## config.mk

```make
export PLATFORM = sky130hd
export DESIGN_NAME = saes_cbc_engine
export DESIGN_NICKNAME = d
export VERILOG_FILES = /design/src/rtl/saes_pkg.sv /design/src/rtl/saes_round_datapath.sv /design/src/rtl/saes_cbc_engine.sv
export SDC_FILE = /design/constraint.sdc
export NUM_CORES = 1
export LEC_CHECK = 0
export ABC_CLOCK_PERIOD_IN_PS = 6300
export BUFFER_PORTS_ARGS = -buffer_cell sky130_fd_sc_hd__buf_2
export CAP_MARGIN = 20
export CORE_MARGIN = 4
export CORE_UTILIZATION = 66
export DETAILED_ROUTE_END_ITERATION = 6
export HOLD_SLACK_MARGIN = 0.08
export PLACE_DENSITY_LB_ADDON = 0.3
export SETUP_SLACK_MARGIN = 0.02
export SLEW_MARGIN = 20
export SYNTH_ARGS = -nofsm -noshare
export SYNTH_HDL_FRONTEND = slang
export SYNTH_SLANG_ARGS = --single-unit
```

## constraint.sdc

```tcl
create_clock -name clk -period 6.3 [get_ports clk]
set_clock_uncertainty 0.2 [all_clocks]
set_input_delay 1.26 -clock clk [delete_from_list [all_inputs] [get_ports clk]]
set_output_delay 1.26 -clock clk [all_outputs]
set_load 0.005 [all_outputs]
```

## src/rtl/saes_pkg.sv

```systemverilog
// Simplified-AES shared definitions.
// Provides the 4-bit S-box and its inverse, GF(2^4) multiply (x^4 + x + 1), key-schedule
// round constants, the engine state encoding and the key expansion used at key load.
package saes_pkg;

  localparam logic [7:0] RCON1 = 8'h80;
  localparam logic [7:0] RCON2 = 8'h30;

  typedef enum logic [1:0] {IDLE, R1, R2} state_t;

  typedef struct packed {
    logic [15:0] k0;
    logic [15:0] k1;
    logic [15:0] k2;
  } subkeys_t;

  function automatic logic [3:0] sbox(input logic [3:0] n);
    logic [3:0] r;
    case (n)
      4'h0: r = 4'h9;  4'h1: r = 4'h4;  4'h2: r = 4'hA;  4'h3: r = 4'hB;
      4'h4: r = 4'hD;  4'h5: r = 4'h1;  4'h6: r = 4'h8;  4'h7: r = 4'h5;
      4'h8: r = 4'h6;  4'h9: r = 4'h2;  4'hA: r = 4'h0;  4'hB: r = 4'h3;
      4'hC: r = 4'hC;  4'hD: r = 4'hE;  4'hE: r = 4'hF;  default: r = 4'h7;
    endcase
    return r;
  endfunction

  function automatic logic [3:0] inv_sbox(input logic [3:0] n);
    logic [3:0] r;
    case (n)
      4'h0: r = 4'hA;  4'h1: r = 4'h5;  4'h2: r = 4'h9;  4'h3: r = 4'hB;
      4'h4: r = 4'h1;  4'h5: r = 4'h7;  4'h6: r = 4'h8;  4'h7: r = 4'hF;
      4'h8: r = 4'h6;  4'h9: r = 4'h0;  4'hA: r = 4'h2;  4'hB: r = 4'h3;
      4'hC: r = 4'hC;  4'hD: r = 4'h4;  4'hE: r = 4'hD;  default: r = 4'hE;
    endcase
    return r;
  endfunction

  // Shift-and-add multiply, reducing by x^4 + x + 1 whenever x^3 overflows.
  function automatic logic [3:0] gf16_mul(input logic [3:0] a, input logic [3:0] b);
    logic [3:0] p;
    logic [3:0] aa;
    p  = 4'h0;
    aa = a;
    for (int i = 0; i < 4; i++) begin
      if (b[i]) p = p ^ aa;
      aa = aa[3] ? ({aa[2:0], 1'b0} ^ 4'h3) : {aa[2:0], 1'b0};
    end
    return p;
  endfunction

  // SubNib(RotNib(w)) from the key schedule.
  function automatic logic [7:0] sub_rot(input logic [7:0] w);
    return {sbox(w[3:0]), sbox(w[7:4])};
  endfunction

  function automatic subkeys_t key_expand(input logic [15:0] key);
    logic [7:0] w2, w3, w4, w5;
    subkeys_t   ks;
    w2    = key[15:8] ^ RCON1 ^ sub_rot(key[7:0]);
    w3    = w2 ^ key[7:0];
    w4    = w2 ^ RCON2 ^ sub_rot(w3);
    w5    = w4 ^ w3;
    ks.k0 = key;
    ks.k1 = {w2, w3};
    ks.k2 = {w4, w5};
    return ks;
  endfunction

endpackage

```

## src/rtl/saes_round_datapath.sv

```systemverilog
// One S-AES round, shared by both round states of the engine.
// Ports:
//   st      current cipher state (nibble n0 = st[15:12], column-major)
//   subkey  round key to add
//   encrypt 1 = forward round, 0 = inverse round
//   mix_en  1 = include (Inv)MixColumns (first round), 0 = final round
//   next_st resulting state
module saes_round_datapath
  import saes_pkg::*;
(
  input  logic [15:0] st,
  input  logic [15:0] subkey,
  input  logic        encrypt,
  input  logic        mix_en,
  output logic [15:0] next_st
);

  function automatic logic [15:0] nib_sub(input logic [15:0] s, input logic inv);
    logic [15:0] r;
    for (int i = 0; i < 4; i++) begin
      r[i*4 +: 4] = inv ? inv_sbox(s[i*4 +: 4]) : sbox(s[i*4 +: 4]);
    end
    return r;
  endfunction

  // Swapping n1 and n3 rotates the bottom row; it is its own inverse.
  function automatic logic [15:0] shift_rows(input logic [15:0] s);
    return {s[15:12], s[3:0], s[7:4], s[11:8]};
  endfunction

  // Column (a, b) -> (d*a ^ o*b, o*a ^ d*b): [1 4; 4 1] forward, [9 2; 2 9] inverse.
  function automatic logic [15:0] mix_cols(input logic [15:0] s, input logic [3:0] d,
                                           input logic [3:0] o);
    return {gf16_mul(d, s[15:12]) ^ gf16_mul(o, s[11:8]),
            gf16_mul(o, s[15:12]) ^ gf16_mul(d, s[11:8]),
            gf16_mul(d, s[7:4])   ^ gf16_mul(o, s[3:0]),
            gf16_mul(o, s[7:4])   ^ gf16_mul(d, s[3:0])};
  endfunction

  logic [15:0] t;

  always_comb begin
    t       = '0;
    next_st = '0;
    if (encrypt) begin
      t       = shift_rows(nib_sub(st, 1'b0));
      if (mix_en) t = mix_cols(t, 4'h1, 4'h4);
      next_st = t ^ subkey;
    end else begin
      t       = nib_sub(shift_rows(st), 1'b1) ^ subkey;
      next_st = mix_en ? mix_cols(t, 4'h9, 4'h2) : t;
    end
  end

endmodule

```

## src/rtl/saes_cbc_engine.sv

```systemverilog
// Handshaked S-AES engine, one round per clock, with cached key schedule and optional CBC.
// Ports:
//   clk, rst                    clock, synchronous active-high reset
//   key_load, key               load a new key (accepted in IDLE only)
//   iv_load, iv                 load the chaining register (IDLE, no pending block)
//   in_valid/in_ready           input block handshake; in_encrypt, in_data sampled with it
//   out_valid/out_ready         result handshake; out_data held until consumed
//   busy                        a block is in flight
module saes_cbc_engine
  import saes_pkg::*;
#(
  parameter bit          CBC_EN  = 1'b1,
  parameter logic [15:0] RST_KEY = 16'h0000
) (
  input  logic        clk,
  input  logic        rst,
  input  logic        key_load,
  input  logic [15:0] key,
  input  logic        iv_load,
  input  logic [15:0] iv,
  input  logic        in_valid,
  output logic        in_ready,
  input  logic        in_encrypt,
  input  logic [15:0] in_data,
  output logic        out_valid,
  input  logic        out_ready,
  output logic [15:0] out_data,
  output logic        busy
);

  state_t      state_q;
  subkeys_t    keys_q;
  logic [15:0] st_q, cin_q, chain_q, out_data_q;
  logic        enc_q, out_valid_q;

  logic        key_acc, iv_acc, in_fire;
  logic [15:0] chain_eff, subkey, round_out, result;

  assign key_acc   = (state_q == IDLE) && key_load;
  assign iv_acc    = CBC_EN && (state_q == IDLE) && iv_load && !in_valid;
  // A pending key load takes priority over a block in the same cycle.
  assign in_ready  = (state_q == IDLE) && !key_load && (!out_valid_q || out_ready);
  assign in_fire   = in_valid && in_ready;
  assign chain_eff = CBC_EN ? chain_q : 16'h0000;

  assign subkey = (state_q == R1) ? keys_q.k1 : (enc_q ? keys_q.k2 : keys_q.k0);

  saes_round_datapath u_round (
    .st      (st_q),
    .subkey  (subkey),
    .encrypt (enc_q),
    .mix_en  (state_q == R1),
    .next_st (round_out)
  );

  // Decrypt un-chains after the last round; encrypt chained before the first.
  assign result = enc_q ? round_out : (round_out ^ chain_eff);

  always_ff @(posedge clk) begin
    if (rst) begin
      state_q     <= IDLE;
      keys_q      <= key_expand(RST_KEY);
      st_q        <= '0;
      cin_q       <= '0;
      chain_q     <= '0;
      enc_q       <= 1'b0;
      out_valid_q <= 1'b0;
      out_data_q  <= '0;
    end else begin
      if (out_valid_q && out_ready) out_valid_q <= 1'b0;
      if (key_acc) keys_q <= key_expand(key);
      if (iv_acc) chain_q <= iv;
      case (state_q)
        IDLE: begin
          if (in_fire) begin
            enc_q   <= in_encrypt;
            cin_q   <= in_data;
            st_q    <= in_encrypt ? (in_data ^ chain_eff ^ keys_q.k0) : (in_data ^ keys_q.k2);
            state_q <= R1;
          end
        end
        R1: begin
          st_q    <= round_out;
          state_q <= R2;
        end
        R2: begin
          out_data_q  <= result;
          out_valid_q <= 1'b1;
          if (CBC_EN) chain_q <= enc_q ? result : cin_q;
          state_q     <= IDLE;
        end
        default: state_q <= IDLE;
      endcase
    end
  end

  assign out_valid = out_valid_q;
  assign out_data  = out_data_q;
  assign busy      = (state_q != IDLE);

endmodule

```

After elaboration in Yosys (flattened, before gate mapping). Memories as Yosys holds them, arrays and structs flattened. A register that Yosys moved wholly into a read port is not among the register bits. Index checks and enable logic that the tools add are counted.

$add $sub $neg: 0. Multipliers: 0. Div/mod/pow operators: 0. Magnitude comparators: 0. Eq/ne operators: 3. Shift operators: 0. Mux-type cells: 209. Bitwise operators: 68. Reductions and logical operators: 18.

Operator list (number): 4-bit 2-to-1 mux (144); 16-bit 2-to-1 mux (12); 16-bit bitwise XOR (6); 3-bit 2-to-1 mux (20); 2-bit 2-to-1 mux (21); 1-bit inverter (37); 16-bit one-hot mux with 2 select lines (1); 4-bit bitwise XOR (8); 8-bit bitwise XOR (4); 2-bit inverter (13); 1-bit 2-to-1 mux (10); 2-bit nonzero test (4); 1-bit logical AND (7); 2-bit one-hot mux with 2 select lines (1); 2-bit AND reduction (2); 1-bit zero test (3); 2-bit by 1-bit equality test with 1-bit output, second input constant (1); 2-bit equality test, second input constant (1); 2-bit zero test (1); 2-bit inequality test, second input constant (1); 1-bit logical OR (1).

Register bits: 116. Bits in latches: 0. Bits in writable memories: 0. Memory bits (read-only): 768. Input port bits: 55. Memories kept: 12.

Memory list: (name not given) (depth 16, width 4, rd ports 1, clocked after Yosys merged registers in 0, wr ports 0, RTL line saes_pkg.sv:19) `case (n)`; (name not given) (depth 16, width 4, rd ports 1, clocked after Yosys merged registers in 0, wr ports 0, RTL line saes_pkg.sv:19); (name not given) (depth 16, width 4, rd ports 1, clocked after Yosys merged registers in 0, wr ports 0, RTL line saes_pkg.sv:19); (name not given) (depth 16, width 4, rd ports 1, clocked after Yosys merged registers in 0, wr ports 0, RTL line saes_pkg.sv:19); (name not given) (depth 16, width 4, rd ports 1, clocked after Yosys merged registers in 1, wr ports 0, RTL line saes_pkg.sv:19); (name not given) (depth 16, width 4, rd ports 1, clocked after Yosys merged registers in 1, wr ports 0, RTL line saes_pkg.sv:19); 6 more memories.

Longest topological paths before layout. Gate-level depths: netlist of the first run.

Word-level depth: 25. Gate-level depth with buffers: 16.

Hierarchy. From an unflattened synthesis of the first run, not the netlist that was laid out.

Cells, all modules: 1143. Area total of the unflattened synthesis: 9001.1 um2.

Modules (own cells, without submodules): saes_cbc_engine (times used 1, cells an instance 799, area an instance 6465.0 um2, sequential area each 2322.2 um2); saes_round_datapath (times used 1, cells an instance 344, area an instance 2536.2 um2, sequential area each 0.0 um2).

Worst setup path before layout of the first run. OpenSTA, ideal clock, no wires.

Path kind: input to register. Start: input in_encrypt. End: register (tool-made name). Library setup time: 0.072 ns. Arrival time: 3.567 ns. Data required time: 6.028 ns. Setup slack: 2.461 ns. Cell stages on the path: 13. Cells stage by stage: clkbuf_1 > clkbuf_1 > nor2_1 > a21oi_1 > xnor2_1 > o22ai_1 > a211oi_1 > nand3_2 > and2_1 > inv_1 > ha_1 > mux2_1 > mux2i_1.

RTL lines: start, declared (RTL line saes_cbc_engine.sv:23) `input logic in_encrypt,`.

==> results.json, run 1 <==
{
  "start_util": 0.675,
  "coreArea_um2": 14600,
  "drive_above_1_share": 0.130,
  "relSlewSlack": 0.293,
  "r2r_start": "enc_q",
  "post_drt_via_cell_ratio": 6.27,
  "fin_nets": 1308,
  "final_util": 0.744,
  "root_buffer": "clkbuf_16",
  "wirelength_mm": 28.8,
  "yosys_warnings": 0,
  "crit_fanout": 10,
  "grt_max_degree": 62,
  "cts_hold_buf": 0,
  "maxCapViolCount": 0,
  "ir_drop_mv": 0.231,
  "p_per_area_nw_per_um2": 367,
  "overflow": 0,
  "end_kind": "register",
  "synth_cell_types": 85,
  "grt_pass1_vias": 8156,
  "synth_edf_count": 0,
  "final_common_cell": "nand2_1",
  "hold_depth": 2,
  "cts_resized": 0,
  "synth_seq_cells": 148,
  "syn_inst": 1178,
  "setup_viol": 0,
  "htreeDepth": 4,
  "hold_slack_ps": 248,
  "area_delta_synth_final_pct": 10.3,
  "seq_area_frac_synth": 0.301,
  "ys.flop_type": "dfxtp_1",
  "gp_congestion": 0.973,
  "r2r_cells": 10,
  "cts_setup_buffers": 0,
  "ios": 74,
  "wl_per_cell_um": 20.5,
  "max-clock-path-buffers": 2,
  "num_antenna_cells": 0,
  "p_comb_frac": 0.398,
  "async_flop_share": 0,
  "place_hpwl_mm": 21.1,
  "avgSynthCellArea_um2": 8.35,
  "vias": 8823,
  "startpoint_type": "input pin",
  "pwr-share-clk": 0.279,
  "clock-sinks": 148,
  "antenna_found_initial": 0,
  "hold_viol": 0,
  "postRouteAntennaNets": 0,
  "synth_nets": 1275,
  "p_sw_w": 0.00150,
  "rsz0062_at_grt": "false",
  "status": "complete, no violations",
  "first_iter_violations": 1041,
  "tightest_slew_ps": 1060,
  "dr.pass1.iters": 7,
  "p_seq_frac": 0.323,
  "row_count": 44,
  "critPathLaunch": "in_valid",
  "die_w_um": 130,
  "p_int_w": 0.00248,
  "p_leak_nw": 4.38,
  "switching_share": 0.378,
  "r2r_slack_ps": 2150,
  "netlist_area_um2": 9840,
  "period_share": 0.673,
  "clk_pin_slew_ps": 60,
  "required_ps": 6450,
  "drc_errors": 0,
  "die_h_um": 130,
  "fmax_mhz": 236,
  "worst_ep_arrival_time_ps": 4390,
  "cts_tree": "done",
  "hold_start": "out_data[14]",
  "grt_pass1_wl_mm": 44.4,
  "drv_slew": 0,
  "clock_latency_ps": 430,
  "hold_class": "register to register",
  "min_period_ps": 4240,
  "numPortBuffers": 73,
  "fin_setup_tns_ps": 0,
  "dieArea_um2": 16900,
  "crit_type": "input pin to register",
  "track_usage": 0.344,
  "cts_buffers": 17,
  "final_cell_mix": "168 x nand2_1, 147 x dfxtp_1, 108 x a21oi_1"
}
## Yosys cell counts (4+ instances only)
master,count,area share
nor2_1,98,0.037
buf_1,8,0.0031
mux2i_1,34,0.035
nor2b_1,8,0.0051
buf_6,6,0.0069
nand2_1,168,0.064
a2111oi_0,4,0.0036
xnor3_1,8,0.018
and2_1,14,0.0089
nand2b_1,8,0.0051
and3_1,10,0.0064
o21ai_1,12,0.0061
mux2_1,4,0.0046
a22o_1,4,0.0036
mux2_2,8,0.0092
xnor2_1,105,0.093
buf_2,9,0.0046
nand3_1,13,0.0066
or3_1,6,0.0038
o221ai_1,7,0.0062
a22oi_1,5,0.0038
a211oi_1,16,0.012
ha_1,42,0.053
a21oi_1,108,0.055
inv_1,23,0.0088
o22ai_1,10,0.0064
a311oi_1,7,0.0062
o22a_1,9,0.0080
o21ai_0,41,0.021
o211ai_1,11,0.0084
nand3b_1,8,0.0061
xor2_1,62,0.055
clkbuf_1,47,0.018
a31oi_1,6,0.0038
dfxtp_1,148,0.30
nor3_1,23,0.012
## layout make-up
class | instances | area [µm²]
clock inverters | 12 | 204
inverters | 23 | 86.3
multi-input cells | 937 | 6480
well taps | 184 | 230
clock buffers | 20 | 437
fillers | 1077 | 3730
repair buffers | 84 | 450
flip-flops and latches | 148 | 2960
## worst min path at each step
stage | slack (ps) | to
after detailed placement | 240 | out_data[14]
final | 250 | out_data[14]
after CTS | 250 | out_data[14]
after global routing | 270 | cin_q[3]
after floorplan | 230 | cin_q[1]
after global placement | 230 | out_data[14]
## power by group through the flow
stage,clock network [W],logic (W),registers (W)
2_1_floorplan,0,0.00124,0.00122
3_3_place_gp,0,0.00151,0.00129
4_1_cts,0.00111,0.00155,0.00128
6_report,0.00111,0.00158,0.00129
5_1_grt,0.00115,0.00171,0.00130
3_5_place_dp,0,0.00154,0.00130
## critical path, stage by stage
cell and delay [ps]:
buf_2 120, nor2b_1 230, a21oi_1 110, nor2_1 730
o221ai_1 250, o21ai_0 550, and2_1 290, inv_1 120
ha_1 320, mux2_1 290, mux2i_1 130
## logic make-up after synthesis
kind of cell | share of synthesized area
buf+inv | 0.0412
compound gates | 0.184
mux | 0.0648
simple gates | 0.176
fa+ha+maj | 0.0534
xor+xnor | 0.180
flops | 0.301
## stage by stage
step | instances | total power, W | area, µm² | setup slack [ps]
6_report | 1408 | 0.00398 | 10900 | 2060
5_1_grt | 1408 | 0.00416 | 10900 | 1900
4_1_cts | 1408 | 0.00394 | 10900 | 2210
3_5_place_dp | 1376 | 0.00283 | 10200 | 1800
3_3_place_gp | 1376 | 0.00280 | 10200 | 1910
2_1_floorplan | 1178 | 0.00245 | 9840 | 2460
## metal layers
layer	part of all wire	vias to the layer above	GRT usage
met1	0.41	4078	0.465
li1	-	4142	-
met4	0.042	0	0.157
met5	0	-	0
met3	0.11	87	0.0950
met2	0.43	516	0.512
Note: power is estimated with default switching activity, not from simulation.
==> run 2: changes to the inputs <==
- ABC_CLOCK_PERIOD_IN_PS: 6300 -> 3900
- CORE_UTILIZATION: 66 -> 56
- clock period: 6.3 -> 3.9 ns (I/O delays scaled with it)
==> results.json, run 2 (synthesized netlist as in run 1, its figures left out) <==
{
  "status": "complete, no violations",
  "startpoint_type": "register",
  "antenna_found_initial": 0,
  "hold_viol": 0,
  "grt_pass1_wl_mm": 46.0,
  "numPortBuffers": 73,
  "max-clock-path-buffers": 2,
  "cts_setup_buffers": 0,
  "drv_slew": 0,
  "multiInputGateArea_um2": 6480,
  "gp_congestion": 0.998,
  "cts_resized": 0,
  "wirelength_mm": 29.8,
  "pre_cts_ws_ps": 102,
  "cpMostUsedCell": "mux2i_1",
  "worst_ep_arrival_time_ps": 3870,
  "postRouteAntennaNets": 0,
  "crit_fanout": 17,
  "period_share": 0.952,
  "p_per_area_nw_per_um2": 573,
  "final_util": 0.643,
  "post_drt_via_cell_ratio": 6.06,
  "end_kind": "register",
  "min_period_ps": 3710,
  "maxCapViolCount": 0,
  "start_util": 0.571,
  "final_common_cell": "nand2_1",
  "cts_hold_buf": 0,
  "num_antenna_cells": 0,
  "fin_setup_tns_ps": 0,
  "coreArea_um2": 17200,
  "final_cell_mix": "168 x nand2_1, 147 x dfxtp_1, 108 x a21oi_1",
  "rsz0062_at_grt": "false",
  "clk_pin_slew_ps": 60,
  "fmax_mhz": 269,
  "setup_viol": 0,
  "path_cells": "nand2b_4 -> buf_4 -> mux2i_1 -> xnor2_1 -> xnor2_2 -> or3_1 -> nand3_2 -> and2_1 -> inv_1 -> ha_1 -> mux2_1 -> mux2i_1",
  "crit_type": "register to register",
  "fin_nets": 1337,
  "fin_ws_ps": 188,
  "nFillCells": 1456,
  "cts_tree": "done",
  "htreeDepth": 4,
  "track_usage": 0.297,
  "dieArea_um2": 19800,
  "seq_area_um2": 2960,
  "drive_above_1_share": 0.152,
  "p_leak_nw": 4.48,
  "wl_per_cell_um": 20.2,
  "grt_max_degree": 61,
  "area_delta_synth_final_pct": 12.6,
  "critPathSlowestCell": "dfxtp_1",
  "required_ps": 4060,
  "row_count": 48,
  "hold_class": "register to register",
  "grt_pass1_vias": 8316,
  "die_w_um": 141,
  "overflow": 0,
  "first_iter_violations": 1088,
  "die_h_um": 141,
  "relSlewSlack": 0.402,
  "drc_errors": 0,
  "ios": 74,
  "ir_drop_mv": 0.359,
  "cts_buffers": 17,
  "critical_path.max_stage_delay_ps": 500,
  "vias": 8961,
  "place_hpwl_mm": 22.8,
  "root_buffer": "clkbuf_16",
  "clock-sinks": 148,
  "dr.pass1.iters": 5,
  "clock_latency_ps": 430,
  "tightest_slew_ps": 897
}
run 2: cell count changes in the layout (fill, tap and decap cells not counted):
| cell | change |
|---|---|
| buf_4 | +28 |
| clkinv_2 | +1 |
| buf_12 | +1 |
| clkinv_4 | -3 |
| clkbuf_1 | -2 |
| clkbuf_8 | +2 |
| clkinvlp_4 | +5 |
| bufinv_16 | -3 |
run 2: area by class of cell:
cell class                 count  area share
timing repair buffer         113      0.0614
clock inverter                12      0.0117
tap                          225      0.0254
multi-input combinational    937       0.585
sequential                   148       0.267
clock buffer                  20      0.0412
inverter                      23     0.00779
run 2: through the flow:
stage | hold slack, ps | instance area (µm²) | power [W] | instances
global placement | 237 | 10500 | 0.00462 | 1446
floorplan | 232 | 9840 | 0.00396 | 1178
CTS | 251 | 11100 | 0.00630 | 1478
global route | 272 | 11100 | 0.00665 | 1478
finish | 252 | 11100 | 0.00635 | 1478
detailed placement | 243 | 10500 | 0.00466 | 1446
run 2: power by group:
group          internal [W]  switching, W
sequential          0.00176      0.000342
combinational       0.00117       0.00144
clock              0.000973      0.000662
total               0.00390       0.00245
run 2: layer usage:
metal / wire length (µm) / GRT usage / up-vias
met4: 988 / 0.101 / 0
met3: 2980 / 0.0604 / 81
met1: 12700 / 0.411 / 4174
li1: - / - / 4201
met5: 0 / 0 / -
met2: 13100 / 0.466 / 505
run 2: path summary, 6_finish.rpt:
path                                  from        to  cells after the start  slack (ps)
worst max register to register  state_q[1]  register                     12         190
worst min register to register    cin_q[4]  cin_q[4]                      2         250
worst min-delay path              cin_q[4]  cin_q[4]                      2         250
worst max-delay path            state_q[1]  register                     12         190
run 2: worst max-delay path, delay by kind of cell, from the launching register on:
| family | cells | cell delay (ps) |
|---|---|---|
| XOR/XNOR | 2 | 360 |
| multiplexers | 3 | 660 |
| adder cells (fa/ha/maj) | 1 | 350 |
| AND/OR/NAND/NOR | 4 | 1150 |
| flip-flops | 1 | 500 |
| buffers and inverters | 2 | 410 |
